<file path="config.mk">
export PLATFORM = sky130hd
export DESIGN_NAME = axil_slave_if
export DESIGN_NICKNAME = d
export VERILOG_FILES = /design/src/rtl/axil_slave_if.sv
export SDC_FILE = /design/constraint.sdc
export NUM_CORES = 1
export LEC_CHECK = 0
export CORE_MARGIN = 2
export CORE_UTILIZATION = 42
export DETAILED_ROUTE_END_ITERATION = 8
export PLACE_DENSITY = 0.88
export SKIP_CTS_REPAIR_TIMING = 1
export SLEW_MARGIN = 20
export SYNTH_ARGS = -nofsm -noshare
export SYNTH_HDL_FRONTEND = slang
export SYNTH_SLANG_ARGS = --single-unit
</file>
<file path="constraint.sdc">
create_clock -name clk -period 2.85 [get_ports clk]
set_input_delay 0.57 -clock clk [delete_from_list [all_inputs] [get_ports clk]]
set_output_delay 0.57 -clock clk [all_outputs]
set_load 0.05 [all_outputs]
</file>
<file path="src/rtl/axil_slave_if.sv">
// axil_slave_if
// AXI4-Lite slave front end for the peripheral register bank. Terminates the
// five AXI4-Lite channels and turns each accepted transaction into a
// single-cycle write_en / read_en strobe toward the bank. Read and write
// paths are independent FSMs, each with one outstanding transaction.
//
// Optional feature: define AXIL_ERR_RESP_EN to answer misaligned or
// out-of-range addresses (above C_MAX_ADDR) with SLVERR without touching
// the bank. Without it every address is forwarded and answered OKAY.
module axil_slave_if #(
  parameter int                      C_DATA_WIDTH = 32,
  parameter int                      C_ADDR_WIDTH = 32,
  parameter logic [C_ADDR_WIDTH-1:0] C_MAX_ADDR   = 'h10
) (
  input  logic                      clk,
  input  logic                      reset,
  // write address
  input  logic [C_ADDR_WIDTH-1:0]   s_axi_awaddr,
  input  logic [2:0]                s_axi_awprot,
  input  logic                      s_axi_awvalid,
  output logic                      s_axi_awready,
  // write data
  input  logic [C_DATA_WIDTH-1:0]   s_axi_wdata,
  input  logic [C_DATA_WIDTH/8-1:0] s_axi_wstrb,
  input  logic                      s_axi_wvalid,
  output logic                      s_axi_wready,
  // write response
  output logic [1:0]                s_axi_bresp,
  output logic                      s_axi_bvalid,
  input  logic                      s_axi_bready,
  // read address
  input  logic [C_ADDR_WIDTH-1:0]   s_axi_araddr,
  input  logic [2:0]                s_axi_arprot,
  input  logic                      s_axi_arvalid,
  output logic                      s_axi_arready,
  // read data
  output logic [C_DATA_WIDTH-1:0]   s_axi_rdata,
  output logic [1:0]                s_axi_rresp,
  output logic                      s_axi_rvalid,
  input  logic                      s_axi_rready,
  // register bank side
  output logic                      write_en,
  output logic [C_ADDR_WIDTH-1:0]   write_addr,
  output logic [C_DATA_WIDTH-1:0]   write_data,
  output logic [C_DATA_WIDTH/8-1:0] write_strb,
  output logic                      read_en,
  output logic [C_ADDR_WIDTH-1:0]   read_addr,
  input  logic [C_DATA_WIDTH-1:0]   read_data,
  input  logic                      read_valid
);

  localparam logic [1:0] RESP_OKAY   = 2'b00;
  localparam logic [1:0] RESP_SLVERR = 2'b10;

`ifdef AXIL_ERR_RESP_EN
  localparam bit ERR_EN = 1'b1;
`else
  localparam bit ERR_EN = 1'b0;
`endif

  typedef enum logic [1:0] {W_IDLE, W_EXEC, W_RESP} w_state_e;
  typedef enum logic [1:0] {R_IDLE, R_EXEC, R_WAIT, R_RESP} r_state_e;

  // Protection bits carry no meaning for this bank.
  logic unused_prot;
  assign unused_prot = ^{s_axi_awprot, s_axi_arprot};

  // Misaligned or beyond the last register; constant false when disabled.
  function automatic logic addr_err(input logic [C_ADDR_WIDTH-1:0] a);
    return ERR_EN && ((a[1:0] != 2'b00) || (a > C_MAX_ADDR));
  endfunction

  // ---------------------------------------------------------------- write
  w_state_e                  w_state_q, w_state_d;
  logic                      aw_done_q, aw_done_d;
  logic                      w_done_q,  w_done_d;
  logic [C_ADDR_WIDTH-1:0]   awaddr_q,  awaddr_d;
  logic [C_DATA_WIDTH-1:0]   wdata_q,   wdata_d;
  logic [C_DATA_WIDTH/8-1:0] wstrb_q,   wstrb_d;
  logic [1:0]                bresp_q,   bresp_d;
  logic                      aw_rdy, w_rdy, aw_hs, w_hs;

  // Write FSM: collect AW and W in any order, pulse the bank, then answer B.
  always_comb begin
    w_state_d = w_state_q;
    aw_done_d = aw_done_q;
    w_done_d  = w_done_q;
    awaddr_d  = awaddr_q;
    wdata_d   = wdata_q;
    wstrb_d   = wstrb_q;
    bresp_d   = bresp_q;
    write_en  = 1'b0;
    s_axi_bvalid = 1'b0;
    // Ready only in idle, only for a channel not yet captured, never in reset.
    aw_rdy = !reset && (w_state_q == W_IDLE) && !aw_done_q;
    w_rdy  = !reset && (w_state_q == W_IDLE) && !w_done_q;
    aw_hs  = aw_rdy && s_axi_awvalid;
    w_hs   = w_rdy  && s_axi_wvalid;
    case (w_state_q)
      W_IDLE: begin
        if (aw_hs) begin
          aw_done_d = 1'b1;
          awaddr_d  = s_axi_awaddr;
        end
        if (w_hs) begin
          w_done_d = 1'b1;
          wdata_d  = s_axi_wdata;
          wstrb_d  = s_axi_wstrb;
        end
        if (aw_done_d && w_done_d) begin
          if (addr_err(awaddr_d)) begin
            bresp_d   = RESP_SLVERR;
            w_state_d = W_RESP;
          end else begin
            bresp_d   = RESP_OKAY;
            w_state_d = W_EXEC;
          end
        end
      end
      W_EXEC: begin
        write_en  = 1'b1;
        w_state_d = W_RESP;
      end
      W_RESP: begin
        s_axi_bvalid = 1'b1;
        if (s_axi_bready) begin
          aw_done_d = 1'b0;
          w_done_d  = 1'b0;
          w_state_d = W_IDLE;
        end
      end
      default: w_state_d = W_IDLE;
    endcase
  end

  // Write state and holding registers.
  always_ff @(posedge clk) begin
    if (reset) begin
      w_state_q <= W_IDLE;
      aw_done_q <= 1'b0;
      w_done_q  <= 1'b0;
      awaddr_q  <= '0;
      wdata_q   <= '0;
      wstrb_q   <= '0;
      bresp_q   <= RESP_OKAY;
    end else begin
      w_state_q <= w_state_d;
      aw_done_q <= aw_done_d;
      w_done_q  <= w_done_d;
      awaddr_q  <= awaddr_d;
      wdata_q   <= wdata_d;
      wstrb_q   <= wstrb_d;
      bresp_q   <= bresp_d;
    end
  end

  assign s_axi_awready = aw_rdy;
  assign s_axi_wready  = w_rdy;
  assign s_axi_bresp   = bresp_q;
  assign write_addr    = awaddr_q;
  assign write_data    = wdata_q;
  assign write_strb    = wstrb_q;

  // ----------------------------------------------------------------- read
  r_state_e                r_state_q, r_state_d;
  logic [C_ADDR_WIDTH-1:0] araddr_q,  araddr_d;
  logic [C_DATA_WIDTH-1:0] rdata_q,   rdata_d;
  logic [1:0]              rresp_q,   rresp_d;
  logic                    ar_rdy;

  // Read FSM: accept AR, pulse the bank, wait for its registered data, answer R.
  always_comb begin
    r_state_d    = r_state_q;
    araddr_d     = araddr_q;
    rdata_d      = rdata_q;
    rresp_d      = rresp_q;
    read_en      = 1'b0;
    s_axi_rvalid = 1'b0;
    ar_rdy       = !reset && (r_state_q == R_IDLE);
    case (r_state_q)
      R_IDLE: begin
        if (ar_rdy && s_axi_arvalid) begin
          araddr_d = s_axi_araddr;
          if (addr_err(s_axi_araddr)) begin
            // Bank is bypassed; answer straight away with zero data.
            rdata_d   = '0;
            rresp_d   = RESP_SLVERR;
            r_state_d = R_RESP;
          end else begin
            r_state_d = R_EXEC;
          end
        end
      end
      R_EXEC: begin
        read_en   = 1'b1;
        r_state_d = R_WAIT;
      end
      R_WAIT: begin
        if (read_valid) begin
          rdata_d   = read_data;
          rresp_d   = RESP_OKAY;
          r_state_d = R_RESP;
        end
      end
      R_RESP: begin
        s_axi_rvalid = 1'b1;
        if (s_axi_rready) r_state_d = R_IDLE;
      end
      default: r_state_d = R_IDLE;
    endcase
  end

  // Read state and response registers.
  always_ff @(posedge clk) begin
    if (reset) begin
      r_state_q <= R_IDLE;
      araddr_q  <= '0;
      rdata_q   <= '0;
      rresp_q   <= RESP_OKAY;
    end else begin
      r_state_q <= r_state_d;
      araddr_q  <= araddr_d;
      rdata_q   <= rdata_d;
      rresp_q   <= rresp_d;
    end
  end

  assign s_axi_arready = ar_rdy;
  assign s_axi_rdata   = rdata_q;
  assign s_axi_rresp   = rresp_q;
  assign read_addr     = araddr_q;

endmodule

</file>
==> results.toml, run 1 <==
[outcome]
status = "finished clean"

[timing]
tightest_slew_ps = 803
fin_crit_sh_pct = 90.7
finClkSkew_ps = 4.90
setup-violations-final = 0
setup_ws_ps = 265
rsz0062_at_grt = "false"
fmax_mhz = 387
hold_viol_final = 0
relSlewSlack_pct = 46.4
slew_viol_final = 0
period_needed_ps = 2580
tns_ps = 0
fin_hold_ws_ps = 452

[setup_path]
crit_chain = "inv_1, ha_1, inv_1, nor2_1, clkdlybuf4s50_1"
cpMostUsedCell = "inv_1"
start_kind = "register"
critical_path_arrival_ps = 2010
crit_required_ps = 2280
reg2reg_from = "w_state_q[1]"
path_max_fanout = 4
cp-end-kind = "output port"
crit_type = "reg2out"
worstSetupStartpoint = "r_state_q[0]"
max_stage_delay_ps = 840
slowest_stage = "clkdlybuf4s50_1"

[yosys]
synthCells = 640
synth_top_family_by_area = "compound AO/OA/AOI/OAI gates"
synth-adder-area-share_pct = 0.947
synthXorXnorAreaFrac_pct = 0
synthMuxAreaShare_pct = 0.189
yosysSeqAreaShare_pct = 52.3
syn_area_per_cell_um2 = 8.25
yosys.area_share.simple_pct = 19.7
synth_compound_area_share_pct = 20.1
synth.distinct_cells = 27
synth_area_um2 = 5280
yosys_warnings = 0
yosys_register_bits = 138

[clocking]
htreeDepth = 4
clock-sinks = 138
ctsRootBufferMaster = "clkbuf_16"
clockBufferDepth = 2
clk_pin_slew_ps = 50
clk_latency_ps = 410
cts_tree = "yes"
cts_buffers = 17

[pwr]
peakVddDrop_uv = 525
p_sw_share_pct = 33.3
combPwrFrac_pct = 30.1
p_leak_nw = 3.04
p_sw_w = 0.00215
power_frac_seq_pct = 34.9
power.density_nw_per_um2 = 744
p_int_w = 0.00432
total_power_w = 0.00647
clkPwrFrac_pct = 35.0

[die]
initial_core_util_pct = 43.4
core_um2 = 12200
die_h_um = 116
fp.dieW_um = 116
num_rows = 40
dieArea_um2 = 13500
ioPinCount = 289

[layout]
num_antenna_cells = 0
most-common-layout-cells = "clkdlybuf4s50_1 (275), dfxtp_1 (138), a21oi_1 (103)"
drive_above_1_share_pct = 5.55
synthToLayoutAreaGrowth_pct = 64.8
layout_commonest_cell = "clkdlybuf4s50_1"
final_net_count = 1039
fillCellCount = 947
postLayoutCoreUtil_pct = 71.6

[hold_path]
hp-start = "s_axi_rdata[27]"
hp-class = "reg2reg"

[detailed_routing]
via_per_inst = 5.02
route.detailed.drc = 0
dr_wl_met3_um = 1760
wl_met1_um = 6460
met2_length_um = 7830
vias = 5365
first_pass_iters = 5
wl_um = 16500
antenna_left = 0
wl_per_cell_um = 15.4
drt-initial-drc-count = 397
dr.max_layer_used = "met4"

[grt]
grt_use_total_pct = 24.1
grt_pass1_wl_um = 25600
grt_pass1_vias = 5234
overflow = 0
antenna_found_initial = 0
grt_max_degree = 85

[place]
dp_slack_ps = 584
portBuffers = 278
hpwl_um = 11000
gp_congestion = 0.740

[flow_run]
max_cap_violations = 0
path summary, 6_finish.rpt:
path                     end  slack (ps)  depth (start not counted)
max            s_axi_arready         270                          5
min          s_axi_rdata[27]         450                          2
max reg2reg   write_addr[21]         950                          4
min reg2reg  s_axi_rdata[27]         450                          2
layer usage:
layer | vias up | global-route usage (%)
li1 | 2657 | -
met1 | 2451 | 26.9
met2 | 224 | 40.2
met3 | 33 | 11.1
met4 | 0 | 9.84
met5 | - | 0
worst max-delay path: cells and delay by family, from the launching register on:
kind	cells	cell delay, ps
buffers and inverters	3	1000
adders and majority gates	1	160
and+or+nand+nor	1	110
DFF	1	340
synthesized netlist by cell type:
cell	number	area, µm²
a21oi_1	103	515
a31oi_1	1	6.26
and2_1	1	6.26
and3b_1	1	8.76
buf_2	16	80.1
buf_4	8	60.1
buf_6	7	78.8
clkbuf_1	31	116
conb_1	1	3.75
dfxtp_1	138	2760
ha_1	4	50.1
inv_1	5	18.8
mux2i_1	1	10.0
nand2_1	99	372
nand2b_1	37	231
nand3_1	68	340
nor2_1	5	18.8
nor2b_1	6	37.5
nor3_2	1	10.0
o21a_1	1	7.51
o21ai_0	33	165
o21ai_1	67	335
o21bai_1	2	15.0
o221a_2	1	11.3
o22ai_1	1	6.26
or2b_2	1	8.76
or3_1	1	6.26
sequential cells by signal, indices dropped and copies added (netlist names):
signal	flops
read_addr	32
s_axi_rdata	32
write_addr	32
write_data	32
write_strb	4
r_state_q	2
w_state_q	2
aw_done_q	1
w_done_q	1
kinds of logic after synthesis:
logic type / after synthesis
fa+ha+maj: 4
other cells: 1
mux: 1
buf+inv: 67
simple gates: 220
flops: 138
compound gates: 209
through the flow:
| step | cell area, µm² | instances |
|---|---|---|
| after floorplan | 5290 | 643 |
| final | 8700 | 1069 |
| after global placement | 8090 | 1038 |
| after global routing | 8700 | 1069 |
| after detailed placement | 8090 | 1038 |
| after CTS | 8700 | 1069 |
layout make-up:
cell class	instances	area [µm²]	area share (%)
Clock buffer	24	502	5.76
Timing Repair Buffer	289	2910	33.4
Multi-Input combinational cell	438	2190	25.2
Clock inverter	7	113	1.29
Sequential cell	138	2760	31.7
Tap cell	168	210	2.41
Inverter	5	18.8	0.216
power groups by stage:
stage	logic, W	clock network [W]	registers [W]
2_1_floorplan	0.000538	0	0.00298
3_3_place_gp	0.00193	0	0.00229
3_5_place_dp	0.00194	0	0.00230
4_1_cts	0.00196	0.00229	0.00226
5_1_grt	0.00206	0.00240	0.00229
6_report	0.00195	0.00227	0.00226
No activity file was read; power rests on OpenSTA's default activity.
==> run 2: changes to the inputs <==
Settings changed: CORE_AREA set to 2 2 112 114, CORE_MARGIN 2 to unset, CORE_UTILIZATION 42 to unset, CTS_CLUSTER_DIAMETER set to 60, DIE_AREA set to 0 0 114 116, DONT_BUFFER_PORTS set to 1, PLACE_DENSITY 0.88 to 0.61.
==> run 2 against run 1 <==
Against the previous run: design area is 33% lower; clock power down 6%; sequential cell count unchanged; sequential share of layout area rose by 16 points; first-iteration DRC count shrank 16%.
==> results.toml, run 2 (same netlist as run 1, synthesis figures left out) <==
[timing]
slew_viol_final = 0
fin_crit_sh_pct = 86.5
finClkSkew_ps = 6.73
hold_viol_final = 0
rsz0062_at_grt = "false"
fmax_mhz = 405
tightest_slew_ps = 1070
setup-violations-final = 0
tns_ps = 0
relSlewSlack_pct = 28.9
period_needed_ps = 2470

[layout]
postLayoutCoreUtil_pct = 48.9
num_antenna_cells = 0
fillCellCount = 1157
drive_above_1_share_pct = 7.36
most-common-layout-cells = "dfxtp_1 (138), a21oi_1 (103), nand2_1 (99)"
final_net_count = 762
layout_commonest_cell = "dfxtp_1"
synthToLayoutAreaGrowth_pct = 10.4

[clocking]
clockBufferDepth = 2
clk_pin_slew_ps = 60
ctsRootBufferMaster = "clkbuf_16"
cts_buffers = 17
cts_tree = "yes"
clk_latency_ps = 410
htreeDepth = 4
clock-sinks = 138

[pwr]
peakVddDrop_uv = 523
p_leak_nw = 1.99
power.density_nw_per_um2 = 978

[setup_path]
start_kind = "register"
crit_type = "reg2out"
crit_required_ps = 2280
critical_path_arrival_ps = 1900
path_max_fanout = 25
cp-end-kind = "output port"

[detailed_routing]
first_pass_iters = 4
drt-initial-drc-count = 333
wl_per_cell_um = 17.0
antenna_left = 0
route.detailed.drc = 0
via_per_inst = 5.60
vias = 4326
wl_um = 13100

[grt]
grt_pass1_vias = 4032
grt_use_total_pct = 18.9
overflow = 0
grt_pass1_wl_um = 19700
antenna_found_initial = 0
grt_max_degree = 143

[outcome]
status = "finished clean"

[die]
dieArea_um2 = 13200
initial_core_util_pct = 44.3
die_h_um = 116
ioPinCount = 289
num_rows = 40
fp.dieW_um = 114
core_um2 = 11900

[hold_path]
hp-class = "in2reg"

[place]
gp_congestion = 0.748
hpwl_um = 8900
portBuffers = 0

[flow_run]
max_cap_violations = 0
[run 2: changes by cell type in the layout (fill, tap and decap cells not counted)]
cell and change:
and3b_1 +1, and3b_2 -1, buf_12 -4, buf_4 +2
bufinv_16 -1, clkbuf_1 +2, clkbuf_8 -1, clkdlybuf4s50_1 -275
clkinv_2 +1, clkinv_4 +1, clkinvlp_4 -1
[run 2: final cells by class]
type / count / area, µm² / area share (%)
clock buffers: 25 / 495 / 8.50
clock inverters: 7 / 88.8 / 1.52
inverters: 5 / 18.8 / 0.322
multi-input cells: 438 / 2190 / 37.6
flip-flops and latches: 138 / 2760 / 47.4
well taps: 147 / 184 / 3.16
repair buffers: 12 / 90.1 / 1.55
[run 2: stage by stage]
step | instance area [µm²] | cells | setup slack [ps] | power [W] | hold slack, ps
5_1_grt | 5830 | 772 | 275 | 0.00595 | 214
3_5_place_dp | 5250 | 740 | 650 | 0.00362 | 520
4_1_cts | 5830 | 772 | 348 | 0.00576 | 212
6_report | 5830 | 772 | 384 | 0.00570 | 234
2_1_floorplan | 5290 | 643 | 458 | 0.00351 | 482
3_3_place_gp | 5250 | 740 | 634 | 0.00359 | 500
[run 2: final timing paths]
| path | start | to | slack (ps) | depth (start not counted) |
|---|---|---|---|---|
| setup / recovery | w_state_q[1] | s_axi_awready | 380 | 3 |
| hold / removal | reset | s_axi_rdata[4] | 230 | 1 |
| setup reg to reg | w_state_q[1] | write_data[26] | 950 | 4 |
| hold reg to reg | r_state_q[1] | r_state_q[1] | 520 | 2 |
[run 2: critical path, cell delays in order, from the launching register on]
cell and delay [ps]:
dfxtp_1 360, or3_2 740, nor2_1 160, buf_4 220
[run 2: where the power goes]
group,switching (W),leakage [nW],internal [W]
logic,0.000392,0.575,0.000183
registers,0.000847,1.12,0.00214
clock network,0.000758,0.291,0.00138
total,0.00200,1.99,0.00370
[run 2: routing by layer]
| layer | vias to the layer above | GRT usage, % | routed length [µm] |
|---|---|---|---|
| met5 | - | 0 | 0 |
| li1 | 2109 | - | - |
| met2 | 222 | 31.7 | 6450 |
| met4 | 0 | 10.8 | 468 |
| met1 | 1962 | 20.1 | 4840 |
| met3 | 33 | 7.95 | 1340 |
==> run 3: changes to the inputs <==
Settings changed: CAP_MARGIN set to 20, SKIP_CTS_REPAIR_TIMING 1 to unset.
==> results of run 3 <==
The final DEF is identical to that of run 2; final timing and power are the same.
